<file path="config.mk">
export PLATFORM = sky130hd
export DESIGN_NAME = window_scanner_flat
export DESIGN_NICKNAME = d
export VERILOG_FILES = /design/src/rtl/window_scanner_pkg.sv /design/src/rtl/window_scanner_if.sv /design/src/rtl/window_scanner_pos_counter_2d.sv /design/src/rtl/window_scanner.sv /design/src/flat_wrapper.sv
export SDC_FILE = /design/constraint.sdc
export NUM_CORES = 1
export LEC_CHECK = 0
export CAP_MARGIN = 10
export CORE_MARGIN = 2
export CORE_UTILIZATION = 42
export DETAILED_ROUTE_END_ITERATION = 6
export PLACE_DENSITY = 0.84
export SLEW_MARGIN = 0
export SYNTH_ARGS = -nofsm -noshare
export SYNTH_HDL_FRONTEND = slang
export SYNTH_HIERARCHICAL = 1
export SYNTH_SLANG_ARGS = --single-unit
</file>
<file path="constraint.sdc">
create_clock -name clk -period 2.8 [get_ports clk]
set_input_delay 0.28 -clock clk [delete_from_list [all_inputs] [get_ports clk]]
set_output_delay 0.28 -clock clk [all_outputs]
set_load 0.02 [all_outputs]
</file>
<file path="src/rtl/window_scanner_pkg.sv">
// ----------------------------------------------------------------------------
// cnn_buf_pkg
// Geometry constants shared by the feature-map buffer, its loader and the
// window scanner, plus the scanner state encoding.
//   IMG_DIM  : buffer side length in bytes
//   WIN      : window side length (window = WIN*WIN bytes)
//   DW       : byte width
//   npos()   : window positions per axis for a given stride
// ----------------------------------------------------------------------------
package cnn_buf_pkg;

   localparam int unsigned IMG_DIM   = 13;
   localparam int unsigned WIN       = 4;
   localparam int unsigned DW        = 8;
   localparam int unsigned WIN_BYTES = WIN * WIN;
   localparam int unsigned WIN_BITS  = WIN_BYTES * DW;
   localparam int unsigned OFF_W     = 4;
   localparam int unsigned POS_SPAN  = IMG_DIM - WIN;

   // Positions per axis; STRIDE is restricted to values that divide POS_SPAN.
   function automatic int unsigned npos(input int unsigned stride);
      return (POS_SPAN / stride) + 1;
   endfunction

   typedef enum logic [2:0] {
      IDLE    = 3'd0,
      ISSUE   = 3'd1,
      CAPTURE = 3'd2,
      HOLD    = 3'd3,
      DONE    = 3'd4
   } scan_state_t;

endpackage

</file>
<file path="src/rtl/window_scanner_if.sv">
// ----------------------------------------------------------------------------
// window_scanner_if
// Window handshake between the scanner (master) and the PE array (slave).
//   win_out   : captured window, byte n at [n*DW +: DW], n = WIN*i + j
//   win_valid : win_out holds a window not yet accepted
//   win_last  : qualifies win_valid; final window of the scan
//   win_ready : downstream accepts when win_valid && win_ready
// ----------------------------------------------------------------------------
interface window_scanner_if;
   import cnn_buf_pkg::*;

   logic [WIN_BITS-1:0] win_out;
   logic                win_valid;
   logic                win_last;
   logic                win_ready;

   modport master (
      output win_out,
      output win_valid,
      output win_last,
      input  win_ready
   );

   modport slave (
      input  win_out,
      input  win_valid,
      input  win_last,
      output win_ready
   );

endinterface

</file>
<file path="src/rtl/window_scanner_pos_counter_2d.sv">
// ----------------------------------------------------------------------------
// pos_counter_2d
// Row-major (k outer, q inner) window-offset counter stepping by STRIDE over
// 0..IMG_DIM-WIN on both axes.
//   clk, rst : clock, synchronous active-high reset
//   clr      : return to (0,0)
//   adv      : step to the next position
//   k, q     : current row / column offset (registered)
//   at_last  : current position is the final one (registered)
// ----------------------------------------------------------------------------
module pos_counter_2d
   import cnn_buf_pkg::*;
#(
   parameter int unsigned STRIDE = 1
) (
   input  logic             clk,
   input  logic             rst,
   input  logic             clr,
   input  logic             adv,
   output logic [OFF_W-1:0] k,
   output logic [OFF_W-1:0] q,
   output logic             at_last
);

   localparam int unsigned NPOS     = npos(STRIDE);
   localparam int unsigned LAST_OFF = (NPOS - 1) * STRIDE;

   logic [OFF_W-1:0] k_nxt_c;
   logic [OFF_W-1:0] q_nxt_c;

   // Next position: wrap q at the row end and step k.
   always_comb begin
      k_nxt_c = k;
      q_nxt_c = q + OFF_W'(STRIDE);
      if (q == OFF_W'(LAST_OFF)) begin
         q_nxt_c = '0;
         k_nxt_c = k + OFF_W'(STRIDE);
      end
   end

   // Offset registers; at_last is precomputed so it is valid with k/q.
   always_ff @(posedge clk) begin
      if (rst || clr) begin
         k       <= '0;
         q       <= '0;
         at_last <= 1'b0;
      end else if (adv) begin
         k       <= k_nxt_c;
         q       <= q_nxt_c;
         at_last <= (k_nxt_c == OFF_W'(LAST_OFF)) && (q_nxt_c == OFF_W'(LAST_OFF));
      end
   end

endmodule

</file>
<file path="src/rtl/window_scanner.sv">
// ----------------------------------------------------------------------------
// window_scanner
// Read-side controller for the 13x13 feature-map buffer. Sweeps every legal
// 4x4 window offset in row-major order, captures the buffer's registered
// window output and hands each window downstream over valid/ready.
//   clk, rst   : clock, synchronous active-high reset
//   start      : one-cycle pulse, begins a scan when idle
//   k, q       : window offset to the buffer
//   win_in     : buffer dataOut (registered, READ_LAT cycles after k/q)
//   win        : window handshake (master side)
//   busy       : scan in progress
//   done       : one-cycle pulse after the last window is accepted
//   perf_stall : cycles with win_valid && !win_ready, saturating
//                (present only with WINDOW_SCANNER_PERF_EN defined)
// ----------------------------------------------------------------------------
module window_scanner
   import cnn_buf_pkg::*;
#(
   parameter int unsigned STRIDE   = 1,
   parameter int unsigned READ_LAT = 1
) (
   input  logic                clk,
   input  logic                rst,
   input  logic                start,
   output logic [OFF_W-1:0]    k,
   output logic [OFF_W-1:0]    q,
   input  logic [WIN_BITS-1:0] win_in,
   window_scanner_if.master    win,
   output logic                busy,
   output logic                done
`ifdef WINDOW_SCANNER_PERF_EN
   ,
   output logic [15:0]         perf_stall
`endif
);

   localparam int unsigned CNT_W = (READ_LAT > 1) ? $clog2(READ_LAT) : 1;

   scan_state_t      state;
   logic [CNT_W-1:0] wait_cnt;
   logic             at_last;
   logic             start_acc_c;
   logic             hs_c;
   logic             adv_c;

   assign start_acc_c = (state == IDLE) && start;
   assign hs_c        = win.win_valid && win.win_ready;
   assign adv_c       = (state == HOLD) && hs_c && !win.win_last;

   // Offsets only move on an accepted start or a non-final handshake.
   pos_counter_2d #(
      .STRIDE (STRIDE)
   ) u_pos (
      .clk     (clk),
      .rst     (rst),
      .clr     (start_acc_c),
      .adv     (adv_c),
      .k       (k),
      .q       (q),
      .at_last (at_last)
   );

   // Scan sequencer with registered outputs.
   always_ff @(posedge clk) begin
      if (rst) begin
         state         <= IDLE;
         wait_cnt      <= '0;
         win.win_out   <= '0;
         win.win_valid <= 1'b0;
         win.win_last  <= 1'b0;
         busy          <= 1'b0;
         done          <= 1'b0;
      end else begin
         done <= 1'b0;
         case (state)
            IDLE: begin
               if (start) begin
                  state    <= ISSUE;
                  busy     <= 1'b1;
                  wait_cnt <= '0;
               end
            end
            // Hold k/q while the buffer registers the window.
            ISSUE: begin
               if (wait_cnt == CNT_W'(READ_LAT - 1)) begin
                  state <= CAPTURE;
               end else begin
                  wait_cnt <= wait_cnt + CNT_W'(1);
               end
            end
            CAPTURE: begin
               win.win_out   <= win_in;
               win.win_valid <= 1'b1;
               win.win_last  <= at_last;
               state         <= HOLD;
            end
            // win_valid is always high here, so win_ready alone is the handshake.
            HOLD: begin
               if (win.win_ready) begin
                  win.win_valid <= 1'b0;
                  wait_cnt      <= '0;
                  if (win.win_last) begin
                     win.win_last <= 1'b0;
                     busy         <= 1'b0;
                     done         <= 1'b1;
                     state        <= DONE;
                  end else begin
                     state <= ISSUE;
                  end
               end
            end
            DONE: begin
               state <= IDLE;
            end
            default: begin
               state <= IDLE;
            end
         endcase
      end
   end

`ifdef WINDOW_SCANNER_PERF_EN
   // Backpressure cycle counter; restarts with each accepted scan.
   always_ff @(posedge clk) begin
      if (rst || start_acc_c) begin
         perf_stall <= '0;
      end else if (win.win_valid && !win.win_ready && (perf_stall != 16'hFFFF)) begin
         perf_stall <= perf_stall + 16'd1;
      end
   end
`endif

endmodule

</file>
<file path="src/flat_wrapper.sv">
// flat-port wrapper written by rule: the top's interface ports become plain ports
module window_scanner_flat import cnn_buf_pkg::*;
#(
   parameter int unsigned STRIDE   = 1,
   parameter int unsigned READ_LAT = 1
)
  (clk, rst, start, k, q, win_in, busy, done, win_win_out, win_win_valid, win_win_last, win_win_ready);
  window_scanner_if win_i ();
  input  logic clk;
  input  logic rst;
  input  logic start;
  output logic [OFF_W-1:0] k;
  output logic [OFF_W-1:0] q;
  input  logic [WIN_BITS-1:0] win_in;
  output logic busy;
  output logic done;
  output wire logic [$bits(win_i.win_out)-1:0] win_win_out;
  output wire logic [$bits(win_i.win_valid)-1:0] win_win_valid;
  output wire logic [$bits(win_i.win_last)-1:0] win_win_last;
  input wire logic [$bits(win_i.win_ready)-1:0] win_win_ready;
  assign win_win_out = win_i.win_out;
  assign win_win_valid = win_i.win_valid;
  assign win_win_last = win_i.win_last;
  assign win_i.win_ready = win_win_ready;
  window_scanner #(.STRIDE(STRIDE), .READ_LAT(READ_LAT)) u_core (.clk(clk), .rst(rst), .start(start), .k(k), .q(q), .win_in(win_in), .win(win_i), .busy(busy), .done(done));
endmodule
</file>
* Yosys cells after proc, flatten, opt, wreduce, memory -nomap -nowiden *
Index checks and enable logic that the tools add are counted.

cells by class
  add/subtract/negate cells = 3
  multipliers = 0
  div/mod/pow operators = 0
  order comparisons = 0
  equal/unequal tests = 10
  shift-type cells = 0
  mux-type cells = 18
  bitwise gates (word level) = 2
  reductions and logical operators = 16

operator list
  cell                                                   number
  == test 4 bit, second input constant                   3
  two-way mux 3 bit                                      4
  one-hot mux 3 bit (4 select lines)                     1
  adder 4 x 1 -> 4 bit, second input constant            2
  two-way mux 4 bit                                      2
  two-way mux 1 bit                                      7
  == test 3 x 2 -> 1 bit, second input constant          2
  inequality test 2 bit, second input constant           3
  one-hot mux 1 bit (2 select lines)                     3
  AND reduction 3 bit                                    2
  logical AND 1 bit                                      5
  AND reduction 4 bit                                    1
  nonzero test 2 bit                                     2
  == test 3 x 1 -> 1 bit, second input constant          1
  logical NOT 3 bit                                      1
  one-hot mux 1 bit (3 select lines)                     1
  nonzero test 3 bit                                     1
  OR reduction 3 bit                                     1
  inequality test 2 x 1 -> 1 bit, second input constant  1
  NOT 1 bit                                              2
  AND reduction 2 bit                                    1
  adder 1 bit, second input constant                     1
  logical NOT 1 bit                                      1
  logical OR 1 bit                                       1

word-level totals
  register bits = 145
  bits in latches = 0
  bits in writable memories = 0
  bits in read-only memories = 0
  bits of input ports = 132
  output and inout bits = 140
  word-level logic and storage cells = 59
  memories kept = 0

* Depth between registers and ports, before layout *
Gate-level depths: netlist of the first run.

  word-level depth = 4
  gate-level depth with buffers = 7

* Cells and area by module *
The synthesis of the first run kept the hierarchy.

by module, submodules not included
  module          times used  cells an instance  area an instance (um2)
  window_scanner  1           587                4797.1
  pos_counter_2d  1           53                 441.7

* Least setup slack after synthesis of the first run *
No wires, ideal clock.

  kind = register to register
  start point = register u_core.state[1]
  end point = register u_core.u_pos.q[1]
  setup time = 0.070 ns
  arrival = 1.719 ns
  path slack = 1.011 ns
  stages on the path, launching flop included = 8
  path buffers = 1
  cells stage by stage = dfxtp_1 -> nor2b_1 -> nand3_1 -> nor3b_1 -> clkbuf_2 -> nand2_1 -> or3_2 -> a21oi_1

between the ends
  longest elaborated chain between the ends = 3

ends and longest elaborated chain
  element                          RTL line                             source
  from (decl)                      window_scanner.sv:39                 scan_state_t state;
  from (signal assigned)           window_scanner.sv:66                 state <= IDLE;
  from (signal assigned)           window_scanner.sv:78                 state <= ISSUE;
  from (signal assigned)           window_scanner.sv:86                 state <= CAPTURE;
  == test 3 x 2 -> 1 bit           window_scanner.sv:48                 assign adv_c = (state == HOLD) && hs_c && !win.win_last;
  logical AND 1 bit (2 in series)  window_scanner.sv:48
  named net u_core.adv_c           window_scanner.sv:44                 logic adv_c;
  to (signal assigned)             window_scanner_pos_counter_2d.sv:49  q <= q_nxt_c;
  to (decl)                        window_scanner_pos_counter_2d.sv:21  output logic [OFF_W-1:0] q,

The timed path passes the listed nets, and every way through them passes these cells.
A chain may end at the register's enable or synchronous reset.

* Worst setup path after layout of the first run *
  start point = register u_core.state[1]
  end point = register u_core.u_pos.k[3]

between the ends
  longest elaborated chain between the ends = 3

ends and longest elaborated chain
  element                          RTL line                             source
  == test 3 x 2 -> 1 bit           window_scanner.sv:48
  logical AND 1 bit (2 in series)  window_scanner.sv:48
  named net u_core.adv_c           window_scanner.sv:44
  to (signal assigned)             window_scanner_pos_counter_2d.sv:48  k <= k_nxt_c;
  to (decl)                        window_scanner_pos_counter_2d.sv:20  output logic [OFF_W-1:0] k,

The timed path passes the listed nets, and every way through them passes these cells.

==> results.md, run 1 <==
* Ys Warns at 6
* Die Span Y at 116 µm
* Tcrit/Tclk final at 0.719
* Syn_area_per_cell at 8.19 µm²
* Root Driver: clkbuf_16
* Fin crit period at approximately 2.0 ns
* Detailed Route Iter0 Violations at around 290
* Overflow after GRT at 0
* Path depth of the worst reg2reg path at 7
* Hold-critical path depth at 2
* CTS Buffer Depth at 2
* DR vias at 5156
* Simple-gate share of the synthesized area at 0.231
* Seq/Total Area, Yosys at 0.550
* Syn Inst Count at 640
* Setup violators final at 0
* Post-Synth Adder-Cell Area at 0.00239
* Initial core utilization at 0.433
* Hold WC Path Type: input port to flop
* CTS tree: yes
* Post-synthesis mux area share at 0.00191
* DP Cell Count at approximately 1000
* Post-CTS Setup Inserts at 0
* Gp weighted congestion at 0.810
* Layout net count at 1025
* Compound-cell area share of the yosys netlist at 0.142
* Unrepaired setup endpoints after global routing: no
* Largest family of logic cells by synthesized area: simple AND/OR/NAND/NOR gates
* Placement row count at 40
* Synth area leader: dfxtp_1
* PwrDens at around 600 nW/µm²
* Biggest cell delay along the critical path at 0.43 ns
* Slew Limit Headroom at 0.621
* DP Area at 7920 µm²
* DRT antenna net count at 0
* Largest net degree at the start of global routing at 76
* Number of vias per cell at 4.81
* Total GRT Usage at 0.221
* Post-synthesis register bit count at 144
* Final Hold Fails at 0
* Synth Net Count at 773
* CTS clock-pin slew for the worst setup and hold paths at 0.06 ns
* Min-delay src: rst
* Hpwl dp at 10.4 mm
* Core Region at 12100 µm²
* CP Capture Type: flop
* Clock latency on the worst-skew pair at 0.42 ns
* Hold Path End: u_core/state[2]
* CTS sink count at 144
* WP buf/inv at 1
* R2R Setup Slk at 0.79 ns
* Number of global-route vias before repair at 4664
* Clock power share at 0.420
* Netlist cell types at 37
* Worst setup SP type: flop
* Max-slew violations at 0
* VDD IR max at 0.437 mV
* Sw frac at 0.247
* WL final at between 15 and 20 mm
* Crit path max fanout at 8
* # hold bufs at CTS at 0
* MaxCap Viol Count at 0
* Initial antenna violation count at 0
* Design area at 8500 µm²
* Area contributors post-synth: dfxtp_1 55%, nand2_1 19%, a21oi_1 13%
* Worst reg2reg path startpoint: u_core/state[1]
* Setup TNS at 0 ns
* DRC viols at 0
* CP required at 3.14 ns
* IO Port Bufs at 271
* Crit Path Category: flop to flop
* Crit Reg-Reg Endpoint: u_core/u_pos/k[3]
* Status: finished clean
* Post-synthesis instance area at 5240 µm²
* Ports at between 200 and 300
* Synth Area in XOR/XNOR at 0.00334
* Comb power frac at 0.158
* Area Overhead vs Synth at 62.2%
* Final non-filler cell total at between 1000 and 1500
* Num CTS Buffers at 17
* Worst endpoint data arrival time at roughly 2.4 ns
* Gates resized, CTS repair at 0
* Routed length per placed instance at 14.2 µm
* Fmax at 0.496 GHz
* Ordered list of cells on the worst path: nor2b_1 > nand3_1 > nor3b_1 > buf_4 > nand2_1 > nor4_1 > mux2i_1
* Crit path max-delay family: simple AND/OR/NAND/NOR gates
* 1st-pass router iterations at 5
* Net Switching at 0.00129 W
* Die Width at around 120 µm
* Int Pwr at 0.00395 W
* Leak at 2.99 nW
* Die Area at roughly 13000 µm²
* H-tree depth at 4
* Layout cells sized above 1 at 0.0519
* Reg power frac at 0.422
* Top-area cell type share of the netlist area at 0.550
* First-pass GRT wire length at 23.1 mm
* Worst-Margin Slew at 0.569 ns
* Setup Skew at 0.00759 ns
* Diodes inserted at 0
* Crit-path slowest cell: dfxtp_1
## logic make-up (layout without fill, tap and decap cells)
kind of cell / Yosys count / in the layout
AO/OA/AOI/OAI: 146 / 146
XOR/XNOR: 2 / 2
adder cells (fa/ha/maj): 1 / 1
buffers and inverters: 48 / 313
flip-flops: 144 / 144
multiplexers: 1 / 1
AND/OR/NAND/NOR: 298 / 298
## worst max-delay path by stage
| stage | startpoint | endpoint | slack [ns] | cells after the start |
|---|---|---|---|---|
| after global routing | u_core/state[1] | u_core/u_pos/k[3] | 0.59 | 7 |
| after floorplan | u_core/state[1] | u_core/u_pos/q[1] | 1.01 | 7 |
| after global placement | win_win_ready | u_core/u_pos/q[1] | 0.70 | 7 |
| after detailed placement | win_win_ready | u_core/u_pos/k[3] | 0.67 | 7 |
| final | u_core/state[1] | u_core/u_pos/k[3] | 0.79 | 7 |
| after CTS | u_core/state[1] | u_core/u_pos/k[3] | 0.80 | 7 |
## power groups by stage
| stage | registers, W | logic, W | clock network (W) |
|---|---|---|---|
| 6_report | 0.00221 | 0.000827 | 0.00220 |
| 5_1_grt | 0.00222 | 0.000888 | 0.00234 |
| 4_1_cts | 0.00221 | 0.000831 | 0.00224 |
| 3_5_place_dp | 0.00226 | 0.000825 | 0 |
| 3_3_place_gp | 0.00225 | 0.000818 | 0 |
| 2_1_floorplan | 0.00238 | 0.000286 | 0 |
## Yosys cell counts
library cell  number
nor3_1             2
a21boi_0           1
or3_2              1
and2b_2            1
and4b_1            1
buf_4              2
xnor2_1            1
a21bo_2            1
inv_1              2
xor2_1             1
o211a_1            1
dfxtp_1          144
or3_1              2
buf_6             22
and2_1             1
o21a_1             1
nand3b_1           1
buf_2              3
nand3_1            8
nor2_1             5
nor4b_1            1
or2_2              1
a21oi_1          134
o21ai_0            8
nand4_1            1
nand2_1          262
nor2b_1            3
clkbuf_2           1
or3b_4             1
nand2b_1           1
nor3b_1            3
nor4_1             1
mux2i_1            1
nor3b_2            1
or3b_1             1
ha_1               1
clkbuf_1          18
## final cells by class
class	count	area, µm²
well taps	168	210
repair buffers	279	2810
inverters	2	7.51
fillers	954	3610
multi-input cells	448	2010
clock inverters	11	113
clock buffers	21	470
flip-flops and latches	144	2880
## cells in the final DEF (no fill, tap or decap), types with 2 or more instances in the layout
cell and n:
clkinv_2 6, or3b_4 2, nor3b_1 3, clkinvlp_4 3
clkdlybuf4s50_1 270, buf_12 3, o21ai_0 8, inv_1 2
nor3_1 2, nor2_1 5, clkbuf_8 3, bufinv_16 2
nand2_1 262, a21oi_1 134, nand3_1 8, or3_1 2
buf_4 6, dfxtp_1 144, nor2b_1 3, clkbuf_16 17
## sequential cells by signal, indices dropped and copies added, names as in the netlist
signal	flops
u_core/u_pos/q	4
u_core/done	1
u_core/state	3
u_core/u_pos/at_last	1
u_core/win.win_last	1
u_core/win.win_out	128
u_core/win.win_valid	1
u_core/busy	1
u_core/u_pos/k	4
## metrics by stage
step / total power [W] / utilization / worst slack (ns) / hold slack (ns)
finish: 0.00524 / 0.702 / 0.786 / 0.270
detailed placement: 0.00308 / 0.654 / 0.666 / 0.445
global placement: 0.00307 / 0.654 / 0.702 / 0.441
global route: 0.00545 / 0.702 / 0.587 / 0.275
CTS: 0.00529 / 0.702 / 0.801 / 0.251
floorplan: 0.00266 / - / 1.01 / 0.416
## routing by layer
metal,vias to the layer above,global-route usage,part of all wire
met2,201,0.365,0.48
met1,2339,0.245,0.39
li1,2584,-,-
met3,32,0.0962,0.10
met4,0,0.106,0.027
met5,-,0,0
## worst register-to-register path, stage by stage, from the launching register on
cell	delay, ns
dfxtp_1	0.43
nor2b_1	0.27
nand3_1	0.11
nor3b_1	0.21
buf_4	0.18
nand2_1	0.13
nor4_1	0.39
mux2i_1	0.22
Power figures use the tool's default switching activity.
==> run 2: changes to the inputs <==
--- a/config.mk
+++ b/config.mk
@@ -7,9 +7,9 @@
 export LEC_CHECK = 0
 export CAP_MARGIN = 10
 export CORE_MARGIN = 2
-export CORE_UTILIZATION = 42
+export CORE_UTILIZATION = 36
 export DETAILED_ROUTE_END_ITERATION = 6
-export PLACE_DENSITY = 0.84
+export PLACE_DENSITY = 0.77
 export SLEW_MARGIN = 0
 export SYNTH_ARGS = -nofsm -noshare
 export SYNTH_HDL_FRONTEND = slang
==> constraint.sdc (replaced) <==
create_clock -name clk -period 1.8 [get_ports clk]
set_input_delay 0.18 -clock clk [delete_from_list [all_inputs] [get_ports clk]]
set_output_delay 0.18 -clock clk [all_outputs]
set_load 0.02 [all_outputs]
==> results.md, run 2 (synthesized netlist as in run 1, its figures left out) <==
* Hold WC Path Type: input port to flop (unchanged)
* Worst setup SP type: flop (unchanged)
* Overflow after GRT at 0 (unchanged)
* Total GRT Usage at 0.187 (was 0.221)
* Layout cells sized above 1 at 0.0560 (was 0.0519)
* Gp weighted congestion at 0.789 (was 0.810)
* Design area at 8600 µm² (was 8500 µm²)
* DRT antenna net count at 0 (unchanged)
* Tcrit/Tclk final at 0.937
* Routed length per placed instance at 13.5 µm (was 14.2 µm)
* CTS sink count at 144 (unchanged)
* Core Region at 14400 µm² (was 12100 µm²)
* Sw frac at 0.243 (was 0.247)
* Setup Skew at 0.00507 ns (was 0.00759 ns)
* Largest net degree at the start of global routing at 75 (was 76)
* Largest regs: u_core/win.win_out x128, u_core/u_pos/k x4, u_core/u_pos/q x4 (unchanged)
* Num CTS Buffers at 17 (unchanged)
* Reg power frac at 0.417 (was 0.422)
* WL final at 14.8 mm (was 15.3 mm)
* Die Area at 15500 µm² (was 13400 µm²)
* CTS clock-pin slew for the worst setup and hold paths at 0.06 ns (about the same)
* Root Driver: clkbuf_16 (unchanged)
* Worst endpoint data arrival time at 1.51 ns (was 2.36 ns)
* Most flop-heavy register: u_core/win.win_out (unchanged)
* Post-CTS Setup Inserts at 0 (unchanged)
* Ports at 272 (unchanged)
* H-tree depth at 4 (unchanged)
* Int Pwr at 0.00623 W (was 0.00395 W)
* Unrepaired setup endpoints after global routing: no (unchanged)
* Clock power share at 0.425 (was 0.420)
* Filler cells at 1250 (was 954)
* Fmax at 0.593 GHz
* Final Hold Fails at 0 (unchanged)
* Ordered list of cells on the worst path: clkdlybuf4s50_1 (was nor2b_1 > nand3_1 > nor3b_1 > buf_4 > nand2_1 > nor4_1 > mux2i_1)
* Biggest cell delay along the critical path at 0.65 ns (was 0.43 ns)
* CP Capture Type: output pin (was flop)
* Die Width at 125 µm (was 116 µm)
* Initial core utilization at 0.365 (was 0.433)
* DR vias at 5141 (was 5156)
* Initial antenna violation count at 0 (unchanged)
* Slew Limit Headroom at 0.574 (was 0.621)
* Fin crit period at 1.69 ns
* Detailed Route Iter0 Violations at 286 (was 285)
* Leak at 3.04 nW (was 2.99 nW)
* Worst-Margin Slew at 0.639 ns (was 0.569 ns)
* Most common cell after layout, fill and taps aside: clkdlybuf4s50_1 (unchanged)
* Area Overhead vs Synth at 64.2% (was 62.2%)
* Number of vias per cell at 4.70 (was 4.81)
* Clock latency on the worst-skew pair at 0.40 ns (was 0.42 ns)
* CP required at 1.62 ns (was 3.14 ns)
* MaxCap Viol Count at 0 (unchanged)
* IO Port Bufs at 271 (unchanged)
* Max reg flops at 128 (unchanged)
* Diodes inserted at 0 (unchanged)
* VDD IR max at 0.572 mV (was 0.437 mV)
* Setup TNS at 0 ns (unchanged)
* Commonest cells after routing, fill and taps aside: 269 x clkdlybuf4s50_1, 262 x nand2_1, 144 x dfxtp_1 (was 270 x clkdlybuf4s50_1, 262 x nand2_1, 144 x dfxtp_1)
* Crit Path Category: flop to output pin (was flop to flop)
* WP buf/inv at 1 (unchanged)
* DP Area at 8000 µm² (was 7920 µm²)
* Crit path max fanout at 7 (was 8)
* Setup violators final at 0 (unchanged)
* Placement row count at 44 (was 40)
* First-pass GRT wire length at 23.7 mm (was 23.1 mm)
* Die Span Y at 125 µm (was 116 µm)
* Hpwl dp at 9.99 mm (was 10.4 mm)
* Number of global-route vias before repair at 4779 (was 4664)
* CTS tree: yes (unchanged)
* Status: finished clean (unchanged)
* CTS Buffer Depth at 2 (unchanged)
* DRC viols at 0 (unchanged)
* Tot Pwr at 0.00823 W (was 0.00524 W)
* Comb power frac at 0.158 (about the same)
* PwrDens at 957 nW/µm² (was 616 nW/µm²)
* 1st-pass router iterations at 4 (was 5)
* Max-slew violations at 0 (unchanged)
* Layout net count at 1030 (was 1025)
* Crit path max-delay family: buffers and inverters (was simple AND/OR/NAND/NOR gates)
* Net Switching at 0.00200 W (was 0.00129 W)
* Hold Worst Slack at 0.0457 ns (was 0.270 ns)
* Crit-path slowest cell: clkdlybuf4s50_1 (was dfxtp_1)
[run 2: cell types whose count changed in the layout (fill, tap and decap cells not counted), sizes merged]
cell,previous run,this run
clkdlybuf4s50,270,269
bufinv,2,3
buf,9,14
dlymetal6s2s,0,1
clkinv,6,4
clkbuf,21,22
[run 2: path summary, 6_finish.rpt]
| check | from | to | slack, ns | cells after the start |
|---|---|---|---|---|
| worst max-delay path | u_core/u_pos/q[2] | q[2] | 0.11 | 1 |
| worst min-delay path | rst | u_core/win.win_out[124] | 0.05 | 2 |
| worst max register to register | u_core/state[1] | u_core/u_pos/k[2] | 0.13 | 7 |
| worst min register to register | u_core/win.win_out[80] | u_core/win.win_out[80] | 0.45 | 2 |
[run 2: layer usage]
| metal | wire length, µm | vias to the layer above | track usage |
|---|---|---|---|
| met3 | 1200 | 18 | 0.0623 |
| met4 | 226 | 0 | 0.0681 |
| met5 | 0 | - | 0 |
| li1 | - | 2587 | - |
| met2 | 6880 | 195 | 0.308 |
| met1 | 6450 | 2341 | 0.229 |
[run 2: through the flow]
stage | setup slack (ns) | instances | utilization
2_1_floorplan | 0.0106 | 640 | -
3_3_place_gp | -0.00705 | 1062 | 0.557
3_5_place_dp | -0.0580 | 1062 | 0.557
4_1_cts | 0.0466 | 1094 | 0.598
5_1_grt | 0.0205 | 1094 | 0.599
6_report | 0.114 | 1094 | 0.599
[run 2: final cells by class]
| cell class | count | area, µm² | area share |
|---|---|---|---|
| Tap cell | 184 | 230 | 0.0268 |
| Clock buffer | 22 | 454 | 0.0528 |
| Multi-Input combinational cell | 448 | 2020 | 0.235 |
| Sequential cell | 144 | 2880 | 0.335 |
| Timing Repair Buffer | 284 | 2870 | 0.334 |
| Inverter | 2 | 7.51 | 0.000873 |
| Clock inverter | 10 | 136 | 0.0159 |
[run 2: power by group through the flow]
stage | Sequential, W | Clock (W) | Combinational (W)
floorplan | 0.00370 | 0 | 0.000444
global placement | 0.00350 | 0 | 0.00130
detailed placement | 0.00351 | 0 | 0.00130
CTS | 0.00344 | 0.00359 | 0.00131
global route | 0.00346 | 0.00372 | 0.00140
finish | 0.00344 | 0.00350 | 0.00130
[run 2: what timing repair did]
item	in CTS	in global routing
gates resized for setup	0	3
endpoints found under the setup margin	0	5
hold buffers	0	0
==> run 3: changes to the inputs <==
--- a/config.mk
+++ b/config.mk
@@ -5,12 +5,13 @@
 export SDC_FILE = /design/constraint.sdc
 export NUM_CORES = 1
 export LEC_CHECK = 0
+export ABC_AREA = 1
 export CAP_MARGIN = 10
 export CORE_MARGIN = 2
 export CORE_UTILIZATION = 36
 export DETAILED_ROUTE_END_ITERATION = 6
 export PLACE_DENSITY = 0.77
-export SLEW_MARGIN = 0
+export SLEW_MARGIN = 20
 export SYNTH_ARGS = -nofsm -noshare
 export SYNTH_HDL_FRONTEND = slang
 export SYNTH_HIERARCHICAL = 1
==> results.md, run 3 <==
* Status: finished clean (unchanged)
* Comb power frac at 0.331 (was 0.158)
* Crit-path slowest cell: clkdlybuf4s50_1 (unchanged)
* Clock latency on the worst-skew pair at 0.41 ns (was 0.40 ns)
* Ports at 272 (unchanged)
* Top-area cell type share of the netlist area at 0.548 (was 0.550)
* Tcrit/Tclk final at 0.926 (was 0.937)
* DR vias at 5251 (was 5141)
* WL final at 15.0 mm (was 14.8 mm)
* Die Span Y at 125 µm (about the same)
* CTS sink count at 144 (unchanged)
* WP depth at 1 (unchanged)
* Die Area at 15600 µm² (was 15500 µm²)
* Synth Net Count at 810 (was 773)
* Worst endpoint data arrival time at 1.49 ns (was 1.51 ns)
* Setup TNS at 0 ns (unchanged)
* MaxCap Viol Count at 0 (unchanged)
* Most flop-heavy register: u_core/win.win_out (unchanged)
* Final Hold Fails at 0 (unchanged)
* Seq/Total Area, Yosys at 0.548 (was 0.550)
* Syn_area_per_cell at 7.77 µm² (was 8.19 µm²)
* Reg power frac at 0.365 (was 0.417)
* Crit path max fanout at 6 (was 7)
* Initial core utilization at 0.365 (about the same)
* H-tree depth at 4 (unchanged)
* Top-count cell post-synth: nor2_1 (was nand2_1)
* Ys Warns at 6 (unchanged)
* Root Driver: clkbuf_16 (unchanged)
* Number of global-route vias before repair at 4794 (was 4779)
* Slew Limit Headroom at 0.778 (was 0.574)
* Largest net degree at the start of global routing at 84 (was 75)
* Number of vias per cell at 4.63 (was 4.70)
* Gp weighted congestion at 0.848 (was 0.789)
* Biggest cell delay along the critical path at 0.65 ns (about the same)
* Unrepaired setup endpoints after global routing: no (unchanged)
* Post-synthesis register bit count at 144 (unchanged)
* Clock power share at 0.304 (was 0.425)
* Hpwl dp at 10.5 mm (was 9.99 mm)
* Share of synthesized flip-flops with an asynchronous set or reset at 0 (unchanged)
* CP Capture Type: output pin (unchanged)
* Diodes inserted at 0 (unchanged)
* Synth area leader: dfxtp_1 (unchanged)
* Fmax at 0.600 GHz (was 0.593 GHz)
* Leak at 3.28 nW (was 3.04 nW)
* PwrDens at 1290 nW/µm² (was 957 nW/µm²)
* Post-synthesis instance area at 5260 µm² (was 5240 µm²)
* WP buf/inv at 1 (unchanged)
* Sw frac at 0.320 (was 0.243)
* Ordered list of cells on the worst path: clkdlybuf4s50_1 (unchanged)
* Int Pwr at 0.00763 W (was 0.00623 W)
* Die Width at 125 µm (about the same)
* DRT antenna net count at 0 (unchanged)
* Net Switching at 0.00360 W (was 0.00200 W)
* Area contributors post-synth: dfxtp_1 55%, nor2_1 19%, o21ai_0 13% (was dfxtp_1 55%, nand2_1 19%, a21oi_1 13%)
* Largest regs: u_core/win.win_out x128, u_core/u_pos/k x4, u_core/u_pos/q x4 (unchanged)
* Max reg flops at 128 (unchanged)
* CTS Buffer Depth at 2 (unchanged)
* Crit Path Category: flop to output pin (unchanged)
* Netlist cell types at 27 (was 37)
* Detailed Route Iter0 Violations at 260 (was 286)
* Routed length per placed instance at 13.2 µm (was 13.5 µm)
* Crit path max-delay family: buffers and inverters (unchanged)
* CTS clock-pin slew for the worst setup and hold paths at 0.06 ns (about the same)
* Area Overhead vs Synth at 65.0% (was 64.2%)
* Total GRT Usage at 0.190 (was 0.187)
* Path depth of the worst reg2reg path at 8 (was 7)
* Num CTS Buffers at 17 (unchanged)
* Worst-Margin Slew at 0.333 ns (was 0.639 ns)
* CTS tree: yes (unchanged)
* Setup Skew at 0.00672 ns (was 0.00507 ns)
* 1st-pass router iterations at 6 (was 4)
* DRC viols at 0 (unchanged)
* Setup violators final at 0 (unchanged)
* Most frequent cells after synthesis: 270 x nor2_1, 144 x dfxtp_1, 134 x o21ai_0 (was 262 x nand2_1, 144 x dfxtp_1, 134 x a21oi_1)
* Initial antenna violation count at 0 (unchanged)
* Commonest cells after routing, fill and taps aside: 270 x clkdlybuf4s50_1, 269 x nor2_1, 144 x dfxtp_1 (was 269 x clkdlybuf4s50_1, 262 x nand2_1, 144 x dfxtp_1)
* Layout net count at 1069 (was 1030)
* First-pass GRT wire length at 24.1 mm (was 23.7 mm)
* Overflow after GRT at 0 (unchanged)
* CP required at 1.62 ns (about the same)
* Placement row count at 44 (unchanged)
* Hold-critical path depth at 3 (was 2)
* Most common cell after layout, fill and taps aside: clkdlybuf4s50_1 (unchanged)
* Setup slack after layout at 0.134 ns (was 0.114 ns)
* Max-slew violations at 0 (unchanged)
* VDD IR max at 0.562 mV (was 0.572 mV)
* Syn Inst Count at 677 (was 640)
* Place WS at 0.128 ns (was -0.0580 ns)
* Number of synthesized flops with an enable pin at 0 (unchanged)
* Main synth FF type: dfxtp_1 (unchanged)
* Fin crit period at 1.67 ns (was 1.69 ns)
* # hold bufs at CTS at 0 (unchanged)
* Hold WC Path Type: input port to flop (unchanged)
* Worst setup SP type: flop (unchanged)
* IO Port Bufs at 271 (unchanged)
* Finished Core Util at 0.602 (was 0.599)
* Layout cells sized above 1 at 0.0601 (was 0.0560)
* Core Region at 14400 µm² (about the same)
run 3: logic make-up (layout without fill, tap and decap cells):
logic type	count (synthesis)	count (layout)	share of synthesized area
DFF	144	144	0.548
and+or+nand+nor	318	318	0.238
buffers and inverters	65	337	0.0676
AOI/OAI and AO/OA	149	149	0.144
adders and majority gates	1	1	0.00238
run 3: power by group through the flow:
stage               sequential (W)  combinational, W  clock, W
floorplan                  0.00490           0.00129         0
global placement           0.00414           0.00370         0
detailed placement         0.00417           0.00373         0
CTS                        0.00411           0.00375   0.00351
global route               0.00418           0.00403   0.00367
finish                     0.00410           0.00372   0.00341
run 3: worst paths after layout:
kind                     start                       to  slack [ns]
max reg2reg    u_core/state[0]        u_core/u_pos/k[2]        0.22
min                win_in[106]  u_core/win.win_out[106]        0.39
max          u_core/u_pos/q[0]                     q[0]        0.13
min reg2reg        u_core/busy              u_core/busy        0.46
run 3: routing by layer:
metal	GRT usage	up-vias	wire length, µm
li1	-	2675	-
met1	0.229	2353	6410
met2	0.306	202	6910
met3	0.0743	21	1350
met4	0.0739	0	314
met5	0	-	0
run 3: metrics by stage:
| step | hold WS [ns] | instances | cell area (µm²) | power (W) |
|---|---|---|---|---|
| 2_1_floorplan | 0.249 | 677 | 5260 | 0.00618 |
| 3_3_place_gp | 0.442 | 1101 | 8090 | 0.00785 |
| 3_5_place_dp | 0.445 | 1101 | 8090 | 0.00791 |
| 4_1_cts | 0.361 | 1133 | 8670 | 0.0114 |
| 5_1_grt | 0.386 | 1133 | 8680 | 0.0119 |
| 6_report | 0.387 | 1133 | 8680 | 0.0112 |
run 3: cell type report:
class	instances	area, µm²
Tap cell	184	230
Clock inverter	12	133
Inverter	23	88.8
Sequential cell	144	2880
Fill cell	1318	5750
Multi-Input combinational cell	468	2020
Clock buffer	20	447
Timing Repair Buffer	282	2870
run 3: repair_timing:
item	4_1_cts	5_1_grt
buffers inserted	0	0
setup endpoints to repair	0	5
gates resized for setup	0	2
